===== src/rtl/uart_pkg.sv =====
// Shared UART definitions: LSR bit positions, FIFO trigger-level encodings and
// the clock/baud defaults from which the receive character timeout is derived.
package uart_pkg;

  localparam int LSR_DR   = 0;
  localparam int LSR_OE   = 1;
  localparam int LSR_THRE = 5;
  localparam int LSR_TEMT = 6;

  typedef enum logic [1:0] {
    TRIG_1        = 2'd0,
    TRIG_4        = 2'd1,
    TRIG_8        = 2'd2,
    TRIG_DEPTH_M2 = 2'd3
  } trig_sel_e;

  localparam int SYSCLK_MHZ    = 27;
  localparam int BAUD_RATE     = 115200;
  localparam int TIMEOUT_CHARS = 4;
  localparam int BITS_PER_CHAR = 10;

  // Four 10-bit characters of idle line, expressed in system clock cycles.
  localparam int TIMEOUT_CYCLES =
    TIMEOUT_CHARS * BITS_PER_CHAR * SYSCLK_MHZ * 1_000_000 / BAUD_RATE;

  function automatic int trig_threshold(input logic [1:0] sel, input int depth);
    case (trig_sel_e'(sel))
      TRIG_1:  return 1;
      TRIG_4:  return 4;
      TRIG_8:  return 8;
      default: return depth - 2;
    endcase
  endfunction

endpackage


===== src/rtl/uart_fifo_ram.sv =====
// DEPTH x 8 receive FIFO storage: synchronous write, registered synchronous read
// whose output register is the FIFO's dout.
module uart_fifo_ram #(
  parameter int DEPTH = 16,
  parameter int AW    = 4
) (
  input  logic          clk,
  input  logic          reset,
  input  logic          wr_en,
  input  logic [AW-1:0] wr_addr,
  input  logic [7:0]    wr_data,
  input  logic          rd_en,
  input  logic [AW-1:0] rd_addr,
  output logic [7:0]    dout
);

  logic [7:0] mem [DEPTH];

  // NOTE: the array has no reset so it maps onto plain RAM; the pointers and
  // level counter alone decide which entries are meaningful.
  always_ff @(posedge clk) begin
    if (wr_en) mem[wr_addr] <= wr_data;
  end

  // A write and a read of the same slot in one cycle return the old byte,
  // which is what a full FIFO doing push+pop needs.
  always_ff @(posedge clk or negedge reset) begin
    if (!reset)     dout <= '0;
    else if (rd_en) dout <= mem[rd_addr];
  end

endmodule


===== src/rtl/uart_rx_fifo.sv =====
// UART receive FIFO with level, data-ready, overrun and trigger-level status.
// Define UART_RX_TIMEOUT_EN to build the character-timeout idle counter.
module uart_rx_fifo #(
  parameter int DEPTH          = 16,
  parameter int AW             = 4,
  parameter int TIMEOUT_CYCLES = uart_pkg::TIMEOUT_CYCLES
) (
  input  logic        clk,
  input  logic        reset,
  input  logic        rx_rdy,
  input  logic [7:0]  rx_data,
  input  logic        pop,
  input  logic        flush,
  input  logic        clr_overrun,
  input  logic [1:0]  trig_sel,
  output logic [7:0]  dout,
  output logic        data_ready,
  output logic [AW:0] level,
  output logic        overrun,
  output logic        trig_irq,
  output logic        timeout_irq
);

  import uart_pkg::*;

  localparam logic [AW-1:0] PTR_ONE    = 1;
  localparam logic [AW:0]   LVL_ONE    = 1;
  localparam logic [AW:0]   FULL_LEVEL = (AW+1)'(DEPTH);

  logic [AW-1:0] wr_ptr;
  logic [AW-1:0] rd_ptr;
  logic          full;
  logic          push_ok;
  logic          pop_ok;
  logic          overrun_set;
  logic [AW:0]   threshold;

  assign full       = (level == FULL_LEVEL);
  assign data_ready = (level != '0);

  // Flush wins over everything; a full FIFO still takes a byte when a pop
  // frees a slot in the same cycle.
  assign pop_ok      = pop && data_ready && !flush;
  assign push_ok     = rx_rdy && !flush && (!full || pop_ok);
  assign overrun_set = rx_rdy && !flush && !push_ok;

  assign threshold = (AW+1)'(trig_threshold(trig_sel, DEPTH));
  assign trig_irq  = (level >= threshold);

  // NOTE: sequential state is written only with non-blocking assignments so
  // every register samples pre-edge values regardless of block ordering.
  always_ff @(posedge clk or negedge reset) begin
    if (!reset) begin
      wr_ptr <= '0;
      rd_ptr <= '0;
      level  <= '0;
    end else if (flush) begin
      wr_ptr <= '0;
      rd_ptr <= '0;
      level  <= '0;
    end else begin
      if (push_ok) wr_ptr <= wr_ptr + PTR_ONE;
      if (pop_ok)  rd_ptr <= rd_ptr + PTR_ONE;
      if (push_ok && !pop_ok)      level <= level + LVL_ONE;
      else if (pop_ok && !push_ok) level <= level - LVL_ONE;
    end
  end

  always_ff @(posedge clk or negedge reset) begin
    if (!reset)           overrun <= 1'b0;
    else if (overrun_set) overrun <= 1'b1;
    else if (clr_overrun) overrun <= 1'b0;
  end

  uart_fifo_ram #(
    .DEPTH (DEPTH),
    .AW    (AW)
  ) u_ram (
    .clk     (clk),
    .reset   (reset),
    .wr_en   (push_ok),
    .wr_addr (wr_ptr),
    .wr_data (rx_data),
    .rd_en   (pop_ok),
    .rd_addr (rd_ptr),
    .dout    (dout)
  );

`ifdef UART_RX_TIMEOUT_EN
  localparam logic [13:0] TIMEOUT_MAX = 14'(TIMEOUT_CYCLES);

  logic [13:0] idle_cnt;

  // Counts cycles with bytes waiting and no FIFO activity, parking at the limit.
  always_ff @(posedge clk or negedge reset) begin
    if (!reset)                                     idle_cnt <= '0;
    else if (push_ok || pop_ok || flush || !data_ready) idle_cnt <= '0;
    else if (idle_cnt != TIMEOUT_MAX)               idle_cnt <= idle_cnt + 14'd1;
  end

  assign timeout_irq = (idle_cnt == TIMEOUT_MAX) && data_ready;
`else
  assign timeout_irq = 1'b0;
`endif

endmodule


===== config.mk =====
export PLATFORM = sky130hd
export DESIGN_NAME = uart_rx_fifo
export DESIGN_NICKNAME = d
export VERILOG_FILES = /design/src/rtl/uart_pkg.sv /design/src/rtl/uart_fifo_ram.sv /design/src/rtl/uart_rx_fifo.sv
export SDC_FILE = /design/constraint.sdc
export NUM_CORES = 1
export LEC_CHECK = 0
export BUFFER_PORTS_ARGS = -buffer_cell sky130_fd_sc_hd__buf_2
export CAP_MARGIN = 20
export CELL_PAD_IN_SITES_DETAIL_PLACEMENT = 1
export CELL_PAD_IN_SITES_GLOBAL_PLACEMENT = 1
export CORE_UTILIZATION = 52
export CTS_BUF_LIST = sky130_fd_sc_hd__clkbuf_16
export DETAILED_ROUTE_END_ITERATION = 6
export PLACE_DENSITY = 0.8
export SYNTH_ARGS = -nofsm -noshare
export SYNTH_HDL_FRONTEND = slang
export SYNTH_SLANG_ARGS = --single-unit

===== constraint.sdc =====
create_clock -name clk -period 3.65 [get_ports clk]
set_clock_uncertainty 0.1 [all_clocks]
set_input_delay 0.1825 -clock clk [delete_from_list [all_inputs] [get_ports clk]]
set_output_delay 0.1825 -clock clk [all_outputs]
set_load 0.02 [all_outputs]

* Word level (Yosys, flattened, before mapping) *
Memories as Yosys holds them, arrays and structs flattened. A register that Yosys moved wholly into a read port is not among the register bits.
Cells that the tools add are included.

word-level totals
  flip-flop bits (word level) = 14
  bits in writable memories = 128
  input port bits = 16
  output and inout bits = 17
  logic and storage cells = 44
  memories kept = 1

cells by class
  add/sub/neg operators = 4
  magnitude comparators = 1
  eq/ne operators = 3
  muxes and demuxes = 12
  reductions and logical operators = 19

memories
  name       words  bits a word  rd ports  clocked after Yosys merged registers in  wr ports  line                 source
  u_ram.mem  16     8            1         1                                        1         uart_fifo_ram.sv:17  logic [7:0] mem [DEPTH];

operator list
  operator                                              count
  two-way mux 4 bit                                     4
  two-way mux 5 bit                                     3
  one-hot mux 4 bit (3 select lines)                    1
  adder 4 x 1 -> 4 bit (second input constant)          2
  logical AND 1 bit                                     7
  nonzero test 2 bit                                    3
  adder 5 x 1 -> 5 bit (second input constant)          1
  equality test 5 bit (second input constant)           1
  >= comparator 5 bit                                   1
  logical NOT 1 bit                                     5
  nonzero test 5 bit                                    1
  subtractor 5 x 1 -> 5 bit (second input constant)     1
  two-way mux 1 bit                                     4
  nonzero test 3 bit                                    1
  equality test 2 x 1 -> 1 bit (second input constant)  1
  equality test 2 bit (second input constant)           1
  logical NOT 2 bit                                     1
  logical OR 1 bit                                      1

* Depth between registers and ports, before layout *
Gate-level depths: netlist of run 1.

  depth after elaboration = 10
  mapped depth = 10
  depth with buffers taken out = 8

* By module *
Synthesis of run 1 repeated with hierarchy kept, for this count alone.

unflattened totals
  cell total of the unflattened synthesis = 344
  area, all modules = 6368.6 sq um

by module, submodules not included
  module         instances  cells each  area each (sq um)  seq. area each (sq um)
  uart_fifo_ram  1          240         5331.4             4043.9
  uart_rx_fifo   1          104         1037.2             350.3

* Worst setup path after synthesis of run 1 *
Ideal clock, no wire load.

  kind = register to register
  start = register level[0]
  end = register level[4]
  setup time = 0.088 ns
  arrival = 2.793 ns
  path slack = 0.669 ns
  cell stages (with the launch flop) = 10
  path buffers = 1
  path through = dfrtp_1 -> or4_4 -> buf_6 -> o21ai_4 -> nand2_1 -> fa_1 -> a21o_1 -> a2111oi_0 -> o21ai_0 -> a41oi_1

between the ends
  longest elaborated chain between the ends = 8

ends and longest elaborated chain
  what                                                               line                source
  start, declared                                                    uart_rx_fifo.sv:18  output logic [AW:0] level,
  start signal, assigned                                             uart_rx_fifo.sv:64  if (push_ok && !pop_ok) level <= level + LVL_ONE;
  start signal, assigned                                             uart_rx_fifo.sv:65  else if (pop_ok && !push_ok) level <= level - LVL_ONE;
  branches (longest 8 deep; another with subtractor 5 x 1 -> 5 bit)  n/a

Several ways; the timed one is not identified. The select of a mux whose other input is x is not followed.
A chain may end at the register's enable or synchronous reset.

* Final worst setup path of run 1 *
Ends and elaborated chain as after synthesis.

==> results of run 1 <==
==> cells by family after synthesis <==
logic type	synth area share
flip-flops	0.694
AND/OR/NAND/NOR	0.0516
multiplexers	0.151
AO/OA/AOI/OAI	0.0480
buffers and inverters	0.0196
adder cells (fa/ha/maj)	0.0288
XOR/XNOR	0.00691
other	0.000592
==> worst register-to-register path, cell delays in order, from the launching register on <==
cell and delay [ns]:
dfrtp_1 0.47, or4_4 0.66, o21ai_4 0.32, nand2_1 0.25
fa_1 0.49, a21o_1 0.20, a2111oi_0 0.37, o21ai_0 0.14
a41oi_1 0.17
==> flip-flops by register name, summed over array words and instances (netlist names) <==
name	count
level	5
overrun	1
rd_ptr	4
u_ram.dout	8
u_ram.mem	128
wr_ptr	4
==> path summary, 6_finish.rpt <==
kind / startpoint / endpoint / cells after the start
worst min-delay path: rx_data[7] / u_ram.mem[6][7]$_DFFE_PP_ / 1
max in group asynchronous: reset / rd_ptr[3]$_DFFE_PN0P_ / 2
worst max register to register: level[0]$_DFFE_PN0P_ / level[4]$_DFFE_PN0P_ / 8
min in group asynchronous: reset / overrun$_DFFE_PN0P_ / 2
worst max-delay path: level[0]$_DFFE_PN0P_ / level[4]$_DFFE_PN0P_ / 8
worst min register to register: u_ram.dout[0]$_DFFE_PN0P_ / u_ram.dout[0]$_DFFE_PN0P_ / 2
==> layout make-up <==
| type | instances | area, sq um |
|---|---|---|
| fillers | 1031 | 4450 |
| well taps | 143 | 179 |
| repair buffers | 43 | 263 |
| inverters | 6 | 22.5 |
| flip-flops and latches | 150 | 4400 |
| clock inverters | 15 | 114 |
| clock buffers | 17 | 425 |
| multi-input cells | 172 | 1820 |
==> stage by stage <==
step / total power [uW] / area (sq um) / hold slack [ns] / utilization
floorplan: 2630 / 6330 / -0.213 / -
global placement: 2850 / 6660 / 0.114 / 0.571
detailed placement: 2890 / 6660 / 0.121 / 0.571
CTS: 4490 / 7220 / 0.0311 / 0.619
global route: 4610 / 7220 / 0.0379 / 0.619
finish: 4440 / 7220 / 0.0548 / 0.619
==> power breakdown <==
| part | switching [uW] | total, uW | internal, uW | leakage [uW] |
|---|---|---|---|---|
| logic | 493 | 813 | 319 | 0.000775 |
| registers | 90.4 | 2040 | 1950 | 0.00144 |
| clock network | 663 | 1590 | 924 | 0.000258 |
| total | 1250 | 4440 | 3190 | 0.00247 |
==> cell usage after synthesis (all sizes together) (6+ instances only) <==
cell type,number
inv,6
nand3,8
buf,12
mux2i,19
ha,13
nor2,20
edfxtp,128
mux4,32
nand2,17
nand2b,7
dfrtp,22
clkbuf,6
o221ai,8
==> metal layers <==
metal  up-vias  GRT usage
met4         0     0.0889
met2        97      0.414
met5         -          0
met3        15     0.0589
met1      1768      0.286
li1       1463          -
==> timing repair <==
| action | CTS | global route |
|---|---|---|
| setup endpoints to repair | 0 | 0 |
| hold buffers | 2 | 0 |
| setup buffers | 0 | 0 |
| hold endpoints to repair | 23 | 0 |
==> flow_summary.ini, run 1 <==
[route]
route.met3.wl_um = 626
wl_per_cell_um = 24.8
ant_nets = 0
vias_per_cell = 6.12
wl_um = 13500
drcViolationCount = 0
detail_route.iter0.violations = 239
m1WireLength_um = 5420
dr.max_layer_used = met4
vias = 3343
met2WireLength_um = 7300
dr.pass1.iters = 4

[logic_synthesis]
ys_seq_elements = 150
synth_area_sq_mm = 0.00633
syn_nets = 376
yosysSeqAreaShare = 0.694
synth.area.top_cells = edfxtp_1 (61%), mux4_2 (11%), dfrtp_1 (8.7%)
ys.flop_type = edfxtp_1
async_reset_ff_frac = 0.147
yosysWarnings = 0
synth_top_area_frac = 0.607
synth.distinct_cells = 44
synth_largest_area_cell = edfxtp_1
synth_edf_count = 128
syn_inst = 346
syn_avg_cell_area_sq_um = 18.3

[placed_design]
dp_hpwl_um = 8540
post-place-cells = 512
numPortBuffers = 31
gp_congestion = 0.839
pre_cts_ws_ns = 0.399

[critical_path]
arrival_ns = 3.49
endpoint_kind = register
path_cells = or4_4, o21ai_4, nand2_1, fa_1, a21o_1, a2111oi_0, o21ai_0, a41oi_1
cp-start-kind = register
path_max_fanout = 10
rrSetupSlack_ns = 0.39
critPathMaxStageDelay_ns = 0.66
critPathKind = register to register
slowest_stage = or4_4
cp_num_buf_inv = 0
required_ns = 3.88
path_delay_family = compound AO/OA/AOI/OAI gates

[timing]
final-hold-violation-count = 0
fin_crit_ns = 3.26
final.setup.worst_slack_ns = 0.389
final_max_slew_viol_count = 0
fmax_ghz = 0.307
setup_viol = 0
finalCritPeriodShare = 0.893
worst_pin_slew_ns = 0.938
max_slew_margin = 0.373
rsz0062_at_grt = no
tns_ns = 0

[floorplan]
die_h_um = 112
die_w_um = 112
initial_core_util = 0.543
num_rows = 39
dieArea_sq_mm = 0.0126
io_pins = 33
coreArea_sq_mm = 0.0117

[grt]
first_global_vias = 3528
grt_max_degree = 35
grt_pass1_wl_um = 20900
antenna_found_initial = 0
grt_usage = 0.237
grt-ovfl-total = 0

[clocking]
clock-root-buffer = clkbuf_16
clk_latency_ns = 0.42
ctsLongestPathBuffers = 2
path_clk_slew_ns = 0.06
postCtsResizedCells = 0
numCtsBuffers = 17
cts_max_level = 4
cts_tree = built
cts_sinks = 150

[min_path]
hold_class = input port to register

[power]
p_leak_uw = 0.00247
powerDensity_mw_per_mm2 = 615
ir_worst_vdd_mv = 0.455

[cells_and_area]
most-common-layout-cells = edfxtp_1 (128), mux4_2 (32), buf_2 (31)
drive_above_1_share = 0.300
instances_no_fill = 546
nets = 420
area_growth_pct = 13.9
antennaDiodeCount = 0
layout_commonest_cell = edfxtp_1

[outcome]
status = finished, final reports clean

[run]
maxCapViolCount = 0
Note: power is estimated with default switching activity, not from simulation.
==> inputs of run 2 (changes only) <==
--- a/config.mk
+++ b/config.mk
@@ -5,10 +5,12 @@
 export SDC_FILE = /design/constraint.sdc
 export NUM_CORES = 1
 export LEC_CHECK = 0
+export ABC_AREA = 0
 export BUFFER_PORTS_ARGS = -buffer_cell sky130_fd_sc_hd__buf_2
 export CAP_MARGIN = 20
 export CELL_PAD_IN_SITES_DETAIL_PLACEMENT = 1
 export CELL_PAD_IN_SITES_GLOBAL_PLACEMENT = 1
+export CORE_ASPECT_RATIO = 1.5
 export CORE_UTILIZATION = 52
 export CTS_BUF_LIST = sky130_fd_sc_hd__clkbuf_16
 export DETAILED_ROUTE_END_ITERATION = 6
==> run 2 against run 1 <==
Effect of this change: critical path depth is the same; core utilization shrank 0.28 points; non-clock buffer count is the same; first-iteration DRC count shrank 52%; sequential cell count is the same; largest power group unchanged.
==> flow_summary.ini, run 2 (synthesis gave the netlist of run 1 again) <==
[power]
p_sw_uw = 1330
p_int_uw = 3460
comb_power_share = 0.172
switching_share = 0.278
ir_worst_vdd_mv = 0.353
p_leak_uw = 0.00254
powerDensity_mw_per_mm2 = 651
p_clk_frac = 0.401
p_seq_frac = 0.427

[cells_and_area]
final_core_util = 0.616
fin_area_sq_mm = 0.00736
area_growth_pct = 16.3
most-common-layout-cells = edfxtp_1 (128), mux4_2 (32), buf_2 (31)
antennaDiodeCount = 0
reg_top3 = u_ram.mem: 128 flops, u_ram.dout: 8 flops, level: 5 flops
largest_register_ffs = 128
drive_above_1_share = 0.315
nets = 420
layout_commonest_cell = edfxtp_1
fillers = 1058
top_register = u_ram.mem

[critical_path]
rrSetupSlack_ns = 0.41
cp-start-kind = register
critPathKind = register to register
reg2reg_depth = 8
required_ns = 3.88
path_max_fanout = 10
arrival_ns = 3.47
endpoint_kind = register

[clocking]
path_clk_slew_ns = 0.06
clock-root-buffer = clkbuf_16
numCtsBuffers = 17
clk_latency_ns = 0.41
cts_max_level = 4
ctsLongestPathBuffers = 2
post_cts_buffers = 0
cts_sinks = 150
cts_tree = built

[grt]
first_global_vias = 3597
grt_max_degree = 35
grt_usage = 0.237
antenna_found_initial = 0
grt_pass1_wl_um = 20700
grt-ovfl-total = 0

[timing]
final-hold-violation-count = 0
setup_viol = 0
max_slew_margin = 0.356
final_max_slew_viol_count = 0
worst_pin_slew_ns = 0.962
fin_crit_ns = 3.24
tns_ns = 0
fmax_ghz = 0.309
rsz0062_at_grt = no
final.setup.worst_slack_ns = 0.412
finalCritPeriodShare = 0.887

[floorplan]
initial_core_util = 0.530
die_h_um = 137
coreArea_sq_mm = 0.0120
dieArea_sq_mm = 0.0126
io_pins = 33
num_rows = 49
die_w_um = 92.1

[placed_design]
pre_cts_ws_ns = 0.445
numPortBuffers = 31
dp_hpwl_um = 9240
dpl_cell_area_sq_mm = 0.00666
gp_congestion = 0.842

[route]
wl_per_cell_um = 24.6
drcViolationCount = 0
ant_nets = 0
wl_um = 13700
vias_per_cell = 5.90
dr.pass1.iters = 4
vias = 3280
detail_route.iter0.violations = 114

[run]
maxCapViolCount = 0

[min_path]
min_path_cells = 3
hold_class = input port to register

[outcome]
status = finished, final reports clean
run 2: final cells by class:
class                   count  area [sq um]  area share
well taps                 153           191      0.0260
inverters                   6          22.5     0.00306
clock inverters            15           229      0.0311
clock buffers              17           425      0.0578
repair buffers             43           283      0.0384
flip-flops and latches    150          4400       0.597
multi-input cells         172          1820       0.247
run 2: metrics by stage:
stage / power [uW] / hold WS (ns) / std cells
2_1_floorplan: 2630 / -0.213 / 346
3_3_place_gp: 2850 / 0.0861 / 521
4_1_cts: 4820 / 0.0266 / 555
6_report: 4790 / 0.0433 / 556
3_5_place_dp: 2890 / 0.0984 / 521
5_1_grt: 4960 / 0.0533 / 556
run 2: final timing paths:
path,endpoint,startpoint
max in group asynchronous,rd_ptr[3]$_DFFE_PN0P_,reset
worst max register to register,level[4]$_DFFE_PN0P_,level[0]$_DFFE_PN0P_
worst min-delay path,level[4]$_DFFE_PN0P_,rx_rdy
worst min register to register,u_ram.dout[3]$_DFFE_PN0P_,u_ram.dout[3]$_DFFE_PN0P_
worst max-delay path,level[4]$_DFFE_PN0P_,level[0]$_DFFE_PN0P_
min in group asynchronous,rd_ptr[2]$_DFFE_PN0P_,reset
run 2: worst max-delay path, stage by stage, from the launching register on:
cell	delay [ns]
dfrtp_1	0.47
or4_4	0.66
o21ai_4	0.31
nand2_1	0.23
fa_1	0.48
a21o_1	0.21
a2111oi_0	0.40
o21ai_0	0.13
a41oi_1	0.16
run 2: repair_timing:
| item | 4_1_cts | 5_1_grt |
|---|---|---|
| endpoints found under the hold margin | 23 | 0 |
| gates resized for setup | 0 | 0 |
| hold buffers | 2 | 0 |
run 2: power groups by stage:
stage	sequential (uW)	combinational, uW	clock [uW]
5_1_grt	2060	897	2000
3_3_place_gp	2090	757	0
3_5_place_dp	2100	790	0
6_report	2040	825	1920
2_1_floorplan	2120	504	0
4_1_cts	2060	799	1950
run 2: routing by layer:
layer  vias up  part of all wire  GRT usage
li1       1463                 -          -
met1      1703              0.37      0.270
met2        87              0.57      0.432
met3        27             0.034     0.0425
met4         0             0.028      0.113
met5         -                 0          0
